<file path="src/rtl/mul_div_unit_pkg.sv">
// ============================================================================
// Module : mul_div_unit_pkg
// Brief  : Opcode constants, FSM state type and helpers for the M-extension unit
// Rev    : 1.0
// ============================================================================
`default_nettype none

package mul_div_unit_pkg;

  localparam logic [4:0] ALU_MUL    = 5'h0a;
  localparam logic [4:0] ALU_MULH   = 5'h0b;
  localparam logic [4:0] ALU_MULHSU = 5'h0c;
  localparam logic [4:0] ALU_MULHU  = 5'h0d;
  localparam logic [4:0] ALU_DIV    = 5'h0e;
  localparam logic [4:0] ALU_DIVU   = 5'h0f;
  localparam logic [4:0] ALU_REM    = 5'h10;
  localparam logic [4:0] ALU_REMU   = 5'h11;

  typedef enum logic [1:0] {
    ST_IDLE = 2'd0,
    ST_CALC = 2'd1,
    ST_FIX  = 2'd2,
    ST_DONE = 2'd3
  } state_t;

  function automatic logic is_md_op(input logic [4:0] op);
    return (op >= ALU_MUL) && (op <= ALU_REMU);
  endfunction

endpackage

`default_nettype wire

</file>
<file path="src/rtl/mul_div_core.sv">
// ============================================================================
// Module : mul_div_core
// Brief  : Radix-2 iterative datapath: shift-add multiply, restoring divide
// Rev    : 1.0
// ============================================================================
`default_nettype none

module mul_div_core #(
  parameter int XLEN = 32
) (
  input  logic                  clk,
  input  logic                  reset,
  input  logic                  load_i,
  input  logic                  step_i,
  input  logic                  is_div_i,
  input  logic [XLEN-1:0]       opa_i,
  input  logic [XLEN-1:0]       opb_i,
  output logic [2*XLEN-1:0]     prod_o,
  output logic [XLEN-1:0]       quot_o,
  output logic [XLEN-1:0]       rem_o
);

  // acc_q low half holds the multiplier (mul) or the dividend/quotient (div)
  logic [2*XLEN-1:0] acc_q, acc_d;
  logic [XLEN:0]     rem_q, rem_d;
  logic [XLEN-1:0]   opb_q;

  logic [XLEN:0]     w_sum;
  logic [XLEN+1:0]   w_shift;
  logic [XLEN:0]     w_diff;
  logic              w_ge;

  always_comb begin
    acc_d   = acc_q;
    rem_d   = rem_q;
    w_sum   = {1'b0, acc_q[2*XLEN-1:XLEN]} + (acc_q[0] ? {1'b0, opb_q} : {(XLEN+1){1'b0}});
    w_shift = {rem_q, acc_q[XLEN-1]};
    w_ge    = (w_shift >= {2'b00, opb_q});
    w_diff  = w_shift[XLEN:0] - {1'b0, opb_q};
    if (load_i) begin
      acc_d = {{XLEN{1'b0}}, opa_i};
      rem_d = '0;
    end else if (step_i) begin
      if (is_div_i) begin
        rem_d = w_ge ? w_diff : w_shift[XLEN:0];
        acc_d = {acc_q[2*XLEN-1:XLEN], acc_q[XLEN-2:0], w_ge};
      end else begin
        acc_d = {w_sum, acc_q[XLEN-1:1]};
      end
    end
  end

  always_ff @(posedge clk or posedge reset) begin
    if (reset) begin
      acc_q <= '0;
      rem_q <= '0;
      opb_q <= '0;
    end else begin
      acc_q <= acc_d;
      rem_q <= rem_d;
      if (load_i) begin
        opb_q <= opb_i;
      end
    end
  end

  assign prod_o = acc_q;
  assign quot_o = acc_q[XLEN-1:0];
  assign rem_o  = rem_q[XLEN-1:0];

endmodule

`default_nettype wire

</file>
<file path="src/rtl/mul_div_unit.sv">
// ============================================================================
// Module : mul_div_unit
// Brief  : Multi-cycle RV32M execution unit: FSM, sign handling and fast paths
// Rev    : 1.0
// ============================================================================
`default_nettype none

module mul_div_unit
  import mul_div_unit_pkg::*;
#(
  parameter int XLEN = 32
) (
  input  logic            clk,
  input  logic            reset,
  input  logic            start,
  input  logic [4:0]      aluControl,
  input  logic [XLEN-1:0] srcA,
  input  logic [XLEN-1:0] srcB,
  output logic            busy,
  output logic            done,
  output logic [XLEN-1:0] result
);

  localparam int CW = $clog2(XLEN) + 1;

  state_t          state_q;
  logic [CW-1:0]   cnt_q;
  logic [4:0]      op_q;
  logic            sa_q, sb_q;
  logic            busy_q, done_q;
  logic [XLEN-1:0] result_q;

  logic              w_sgn_a, w_sgn_b, w_div0, w_ovf, w_fast, w_accept, w_is_div_in;
  logic [XLEN-1:0]   w_mag_a, w_mag_b, w_fast_res, w_fix_res;
  logic [XLEN-1:0]   w_quot, w_rem, w_quot_n, w_rem_n;
  logic [2*XLEN-1:0] w_prod, w_prod_n;

  always_comb begin
    w_sgn_a     = ((aluControl == ALU_MULH) || (aluControl == ALU_MULHSU) ||
                   (aluControl == ALU_DIV)  || (aluControl == ALU_REM)) && srcA[XLEN-1];
    w_sgn_b     = ((aluControl == ALU_MULH) || (aluControl == ALU_DIV) ||
                   (aluControl == ALU_REM)) && srcB[XLEN-1];
    w_mag_a     = w_sgn_a ? -srcA : srcA;
    w_mag_b     = w_sgn_b ? -srcB : srcB;
    w_is_div_in = (aluControl >= ALU_DIV);
    w_div0      = w_is_div_in && (srcB == '0);
    w_ovf       = ((aluControl == ALU_DIV) || (aluControl == ALU_REM)) &&
                  (srcA == {1'b1, {(XLEN-1){1'b0}}}) && (srcB == '1);
    w_fast      = w_div0 || w_ovf;
    w_accept    = (state_q == ST_IDLE) && start && is_md_op(aluControl);

    w_fast_res = '0;
    if (w_div0) begin
      w_fast_res = ((aluControl == ALU_DIV) || (aluControl == ALU_DIVU)) ? '1 : srcA;
    end else if (aluControl == ALU_DIV) begin
      w_fast_res = srcA;
    end
  end

  mul_div_core #(
    .XLEN(XLEN)
  ) u_core (
    .clk      (clk),
    .reset    (reset),
    .load_i   (w_accept && !w_fast),
    .step_i   (state_q == ST_CALC),
    .is_div_i (op_q >= ALU_DIV),
    .opa_i    (w_mag_a),
    .opb_i    (w_mag_b),
    .prod_o   (w_prod),
    .quot_o   (w_quot),
    .rem_o    (w_rem)
  );

  // Unsigned ops never set sa_q/sb_q, so negation is a no-op for them
  always_comb begin
    w_prod_n = (sa_q ^ sb_q) ? -w_prod : w_prod;
    w_quot_n = (sa_q ^ sb_q) ? -w_quot : w_quot;
    w_rem_n  = sa_q ? -w_rem : w_rem;
    case (op_q)
      ALU_MUL:                          w_fix_res = w_prod_n[XLEN-1:0];
      ALU_MULH, ALU_MULHSU, ALU_MULHU:  w_fix_res = w_prod_n[2*XLEN-1:XLEN];
      ALU_DIV, ALU_DIVU:                w_fix_res = w_quot_n;
      default:                          w_fix_res = w_rem_n;
    endcase
  end

  always_ff @(posedge clk or posedge reset) begin
    if (reset) begin
      state_q  <= ST_IDLE;
      cnt_q    <= '0;
      op_q     <= '0;
      sa_q     <= 1'b0;
      sb_q     <= 1'b0;
      busy_q   <= 1'b0;
      done_q   <= 1'b0;
      result_q <= '0;
    end else begin
      case (state_q)
        ST_IDLE: begin
          if (w_accept) begin
            op_q   <= aluControl;
            sa_q   <= w_sgn_a;
            sb_q   <= w_sgn_b;
            cnt_q  <= '0;
            busy_q <= 1'b1;
            if (w_fast) begin
              result_q <= w_fast_res;
              done_q   <= 1'b1;
              state_q  <= ST_DONE;
            end else begin
              state_q  <= ST_CALC;
            end
          end
        end
        ST_CALC: begin
          cnt_q <= cnt_q + 1'b1;
          if (cnt_q == CW'(XLEN - 1)) begin
            state_q <= ST_FIX;
          end
        end
        ST_FIX: begin
          result_q <= w_fix_res;
          done_q   <= 1'b1;
          state_q  <= ST_DONE;
        end
        ST_DONE: begin
          done_q  <= 1'b0;
          busy_q  <= 1'b0;
          state_q <= ST_IDLE;
        end
        default: state_q <= ST_IDLE;
      endcase
    end
  end

  assign busy   = busy_q;
  assign done   = done_q;
  assign result = result_q;

endmodule

`default_nettype wire

</file>
<file path="config.mk">
export PLATFORM = sky130hd
export DESIGN_NAME = mul_div_unit
export DESIGN_NICKNAME = d
export VERILOG_FILES = /design/src/rtl/mul_div_unit_pkg.sv /design/src/rtl/mul_div_core.sv /design/src/rtl/mul_div_unit.sv
export SDC_FILE = /design/constraint.sdc
export NUM_CORES = 1
export LEC_CHECK = 0
export CELL_PAD_IN_SITES_DETAIL_PLACEMENT = 0
export CELL_PAD_IN_SITES_GLOBAL_PLACEMENT = 1
export CORE_UTILIZATION = 43
export CTS_CLUSTER_DIAMETER = 200
export DETAILED_ROUTE_END_ITERATION = 6
export DONT_BUFFER_PORTS = 1
export HOLD_SLACK_MARGIN = 0.1
export PLACE_DENSITY = 0.81
export SYNTH_ARGS = -nofsm -noshare
export SYNTH_HDL_FRONTEND = slang
export SYNTH_HIERARCHICAL = 1
export SYNTH_SLANG_ARGS = --single-unit
</file>
<file path="constraint.sdc">
create_clock -name clk -period 5.7 [get_ports clk]
set_input_delay 1.71 -clock clk [delete_from_list [all_inputs] [get_ports clk]]
set_output_delay 1.71 -clock clk [all_outputs]
set_load 0.03 [all_outputs]
</file>
Yosys cells after proc, flatten, opt, wreduce, memory -nomap -nowiden
Cells that the tools add are included.
Word-level totals
  ROM bits: 0
  memory bits (writable): 0
  word-level logic and storage cells: 114
  bits in latches: 0
  register bits: 178
  memories: 0
  output and inout port bits: 34
Cells by class
  muxes and demuxes: 31
  multiply operators: 0
  equality and inequality tests: 21
  $lt $le $gt $ge: 5
  $add $sub $neg: 8
  shift operators: 0
  bitwise operators: 1
  div/mod/pow operators: 0
  reduce and logical (&&, ||, !) cells: 36
Operator list (number)
  2-to-1 mux 32 bit: 10
  2-to-1 mux 64 bit: 4
  2-to-1 mux 33 bit: 4
  negation 32 bit: 4
  one-hot mux 32 bit (3 select lines): 1
  == test 32 bit (second input constant): 2
  negation 64 bit: 1
  one-hot mux 32 bit (2 select lines): 1
  == test 5 x 4 -> 1 bit (second input constant): 10
  greater-or-equal comparator 34 x 32 -> 1 bit: 1
  adder 32 x 33 -> 33 bit: 1
  subtractor 33 x 32 -> 33 bit: 1
  logical NOT 32 bit: 1
  greater-or-equal comparator 5 x 4 -> 1 bit (second input constant): 3
  one-hot mux 6 bit (2 select lines): 1
  AND reduction 2 bit: 6
  nonzero test 2 bit: 5
  logical AND 1 bit: 9
  logical OR 1 bit: 8
  one-hot mux 2 bit (4 select lines): 1
  adder 6 x 1 -> 6 bit (second input constant): 1
  == test 6 x 5 -> 1 bit (second input constant): 1
  2-to-1 mux 2 bit: 3
  2-to-1 mux 6 bit: 1
  16 further kinds: 22

Depth between registers and ports, before layout
  word-level depth: 9
  depth in mapped cells: 15
  gate-level depth less buffers: 12

By module
Netlist, hierarchy kept.
By module, submodules not included
  mul_div_core: cells each 1152, seq. area each 3228.1 µm², instances 1, area each 9744.3 µm²
  mul_div_unit: cells each 1170, seq. area each 1226.2 µm², instances 1, area each 8339.2 µm²

Worst setup path after synthesis
OpenSTA, ideal clock, no wires.
  kind: input-to-reg
  start: input port srcB[1]
  end: register u_core.acc_q[49] (netlist: u_core/prod_o[49])
  required time: 5.605 ns
  data arrival time: 5.084 ns
  setup slack: 0.521 ns
  stages on the path: 15
  path buffers: 5
  cell sequence: inv_1 > ha_1 > or4b_1 > or4b_4 > buf_6 > or4_4 > buf_6 > o31ai_4 > nor2_1 > clkbuf_1 > a21oi_1 > clkbuf_1 > clkbuf_1 > nand2_1 > o31ai_1
On the way
  word-level cells in the longest chain between the ends: 7
  elaborated cells on any way between the ends: 11
  classes of those cells: eq/ne (2); mux (1); reduce/logical (8)
RTL lines
  start: declaration: RTL line mul_div_unit.sv:18  | input logic [XLEN-1:0] srcB,
  == test 32 bit / logical NOT 32 bit (equally long branches): RTL line mul_div_unit.sv:48, mul_div_unit.sv:46
  logical AND 1 bit (on tied branches): RTL line mul_div_unit.sv:48, mul_div_unit.sv:46
  logical OR 1 bit (*): RTL line mul_div_unit.sv:49  | w_fast = w_div0 || w_ovf;
  logical NOT 1 bit (*): RTL line mul_div_unit.sv:65  | .load_i (w_accept && !w_fast),
  logical AND 1 bit (*): RTL line mul_div_unit.sv:65
  != test 2 x 1 -> 1 bit (no source line) / nonzero test 2 bit (equally long branches)
  AND reduction 2 bit (no source line)
  end signal: assignment: RTL line mul_div_core.sv:55  | acc_q <= '0;
  end signal: assignment: RTL line mul_div_core.sv:59  | acc_q <= acc_d;
  end: declaration: RTL line mul_div_core.sv:24  | logic [2*XLEN-1:0] acc_q, acc_d;
Every way passes the cells marked *; elsewhere a longest branch is shown, timed or not.
A chain may end at the register's enable or synchronous reset.

Final worst setup path
  start: input port srcB[1]
  end: register u_core.rem_q[32]
On the way
  word-level cells in the longest chain between the ends: 7
  elaborated cells on any way between the ends: 11
  classes of those cells: eq/ne (1); mux (1); reduce/logical (9)
RTL lines
  == test 32 bit / logical NOT 32 bit (equally long branches): RTL line mul_div_unit.sv:48, mul_div_unit.sv:46
  logical AND 1 bit (on tied branches): RTL line mul_div_unit.sv:48, mul_div_unit.sv:46
  logical OR 1 bit (*): RTL line mul_div_unit.sv:49
  logical NOT 1 bit (*): RTL line mul_div_unit.sv:65
  logical AND 1 bit (*): RTL line mul_div_unit.sv:65
  nonzero test 2 bit (no source line)
  AND reduction 2 bit (no source line)
  end signal: assignment: RTL line mul_div_core.sv:60  | rem_q <= rem_d;
  end: declaration: RTL line mul_div_core.sv:25  | logic [XLEN:0] rem_q, rem_d;
Marks and branches as above.

==> out/qor.csv <==
metric,value,unit
slew_headroom,20.9,%
drive_above_1_share,5.67,%
viasPerCell,6.70,
setup_viol,0,
vias,18200,
antenna_found_initial,1,
ctsResizeCount,0,
fp.dieW,207,um
routedWlPerCell,25.4,um
placed_cells,2687,
r2r_start,u_core/prod_o[0]$_DFFE_PP0P_,
syn_avg_cell_area,7.79,um^2
whs_path_depth,2,
core,0.0411,mm^2
num_rows,74,
cts_num_sinks,178,
synth_edf_count,0,
worstSetupEndpointType,flip-flop,
crit_fanout,41,
pre_cts_slack,0.519,ns
synth_ff_type,dfrtp_1,
layout_setup_ws,0.918,ns
crit_type,input pin to flip-flop,
h-tree-depth,4,
outcome,completed,
period_needed,4.78,ns
r2r_setup_slack,1.59,ns
postRouteAntennaNets,0,
critPathRequiredTime,6.09,ns
grt_pass1_wl,104000,um
ctsHoldBuffers,0,
grt_util_all_layers,31.5,%
worst-r2r-cell-count,11,
clock_latency,0.48,ns
hold_start,op_q[0]$_DFFE_PP0P_,
grt_pass1_vias,16372,
areaGrowthSynthToFinish,2.93,%
post_cts_buffers,0,
drv_slew,0,
dp_hpwl,52400,um
antenna_cells,0,
gr-total-overflow,0,
clk_path_buf_depth,2,
finalSetupTns,0,ns
portBuffers,0,
tightestPinTransition,1.18,ns
async_reset_ff_share,100,%
cts.clk_slew.worst_paths,0.08,ns
ir_drop,261,uV
syn_nets,2471,
fmax,209,MHz
gp_congestion,0.996,
start_kind,input pin,
power_density,591,mW/mm^2
synth-seq-area-share,24.6,%
clock_skew,0.0107,ns
arrival,5.17,ns
syn-cell-area,0.0181,mm^2
drcViolationCount,0,
initialDrtViolationCount,2177,
synthDistinctLibCells,92,
ys_seq_elements,178,
p_leak,7.29,nW
wl,69200,um
cap_violations,0,
final_net_count,2323,
numCtsBuffers,17,
tritoncts,built,
finalHoldViolations,0,
hold_path_end,op_q[0]$_DFFE_PP0P_,
cts_root_buffer,clkbuf_16,
ys_warn_count,6,
die_h,207,um
ios,106,
fin_util,45.3,%
period_share,83.9,%
drt_pre_antenna_iters,5,
dieArea,0.0429,mm^2
rsz0062_at_grt,false,
grt_max_degree,94,
r2r-end,u_core/prod_o[62]$_DFFE_PP0P_,
holdCritPathClass,flip-flop to flip-flop,
syn_inst,2322,
start_util,44.0,%
layout.cells.non_filler,2718,
## state kept, by name, indices dropped and copies added (netlist names)
name	flops
u_core/prod_o	64
u_core/rem_q	33
result	32
cnt_q	6
op_q	5
u_core/opb_q	32
state_q	2
done	1
sa_q	1
sb_q	1
busy	1
## final cells by class
type                    count  area (um^2)
well taps                 532          666
fillers                  4164        22500
clock inverters            14          200
flip-flops and latches    178         4450
repair buffers             33          248
inverters                  80          305
clock buffers              17          425
multi-input cells        1864        12300
## cell usage in the layout, fill, tap and decap left out, types with 15 or more instances in the layout
cell / count
a211oi_1: 23
a21o_1: 30
a21oi_1: 161
a22o_1: 20
a31oi_1: 33
and2_1: 36
buf_4: 33
clkbuf_16: 17
dfrtp_1: 178
ha_1: 73
inv_1: 78
mux2i_1: 55
nand2_1: 234
nand2b_1: 24
nand3_1: 27
nand4_1: 37
nor2_1: 140
nor2b_1: 21
nor3_1: 58
nor4_1: 34
o21ai_0: 210
o21ai_1: 35
o22ai_1: 18
o31ai_1: 41
o41ai_1: 22
or2_2: 15
or3_1: 42
or4_1: 29
xnor2_1: 113
xor2_1: 85
## critical path: stages
cell and delay, ns:
inv_1 0.05, ha_1 0.23, or4b_1 0.51, or4b_4 0.56, or4_4 0.62, o31ai_4 0.14, nor2_4 0.15, buf_4 0.29
nor2_1 0.18, buf_4 0.30, o2111a_1 0.25, a41oi_2 0.04, o211ai_1 0.13
## stage by stage
| step | hold slack [ns] | power [mW] | cell area [um^2] |
|---|---|---|---|
| CTS | 0.514 | 10.8 | 18600 |
| finish | 0.516 | 11.0 | 18600 |
| detailed placement | 0.496 | 9.47 | 18000 |
| global placement | 0.491 | 9.37 | 18000 |
| global route | 0.548 | 11.7 | 18600 |
| floorplan | 0.462 | 7.72 | 18100 |
## report_power, final
| group | leakage, nW | total [mW] | internal (mW) | switching, mW |
|---|---|---|---|---|
| clock network | 0.302 | 1.34 | 0.738 | 0.597 |
| logic | 4.78 | 6.53 | 2.47 | 4.06 |
| registers | 2.21 | 3.13 | 1.79 | 1.34 |
## worst max-delay path by stage
| stage | start | to | slack, ns |
|---|---|---|---|
| 4_1_cts | srcB[1] | u_core/rem_q[32]$_DFFE_PP0P_ | 1.01 |
| 3_5_place_dp | srcB[1] | u_core/rem_q[32]$_DFFE_PP0P_ | 0.52 |
| 5_1_grt | srcB[0] | u_core/rem_q[32]$_DFFE_PP0P_ | 0.80 |
| 6_report | srcB[1] | u_core/rem_q[32]$_DFFE_PP0P_ | 0.92 |
| 2_1_floorplan | srcB[1] | u_core/prod_o[49]$_DFFE_PP0P_ | 0.52 |
| 3_3_place_gp | srcB[1] | u_core/prod_o[51]$_DFFE_PP0P_ | 0.57 |
## cell usage after synthesis (35+ instances only)
master | number | area, um^2
xor2_1 | 86 | 753
o21ai_0 | 211 | 1060
dfrtp_1 | 178 | 4450
mux2i_1 | 55 | 551
clkbuf_1 | 115 | 432
buf_4 | 65 | 488
ha_1 | 75 | 938
and2_1 | 36 | 225
nor2_1 | 141 | 529
nor3_1 | 58 | 290
nor4_1 | 35 | 219
inv_1 | 80 | 300
nand2_1 | 234 | 878
xnor2_1 | 114 | 998
o31ai_1 | 41 | 308
or3_1 | 42 | 263
nand4_1 | 37 | 231
a21oi_1 | 163 | 816
## logic make-up after synthesis
group	Yosys count	share of synthesized area [%]
compound gates	776	28.4
buf+inv	280	7.52
mux	59	3.29
simple gates	752	21.1
flops	178	24.6
fa+ha+maj	77	5.41
xor+xnor	200	9.69
## metal layers
metal / track usage, % / wire [um]
met1: 42.7 / 29400
met2: 50.4 / 31600
met4: 13.8 / 3060
met3: 3.85 / 5130
met5: 0 / 13
Power figures use the tool's default switching activity.
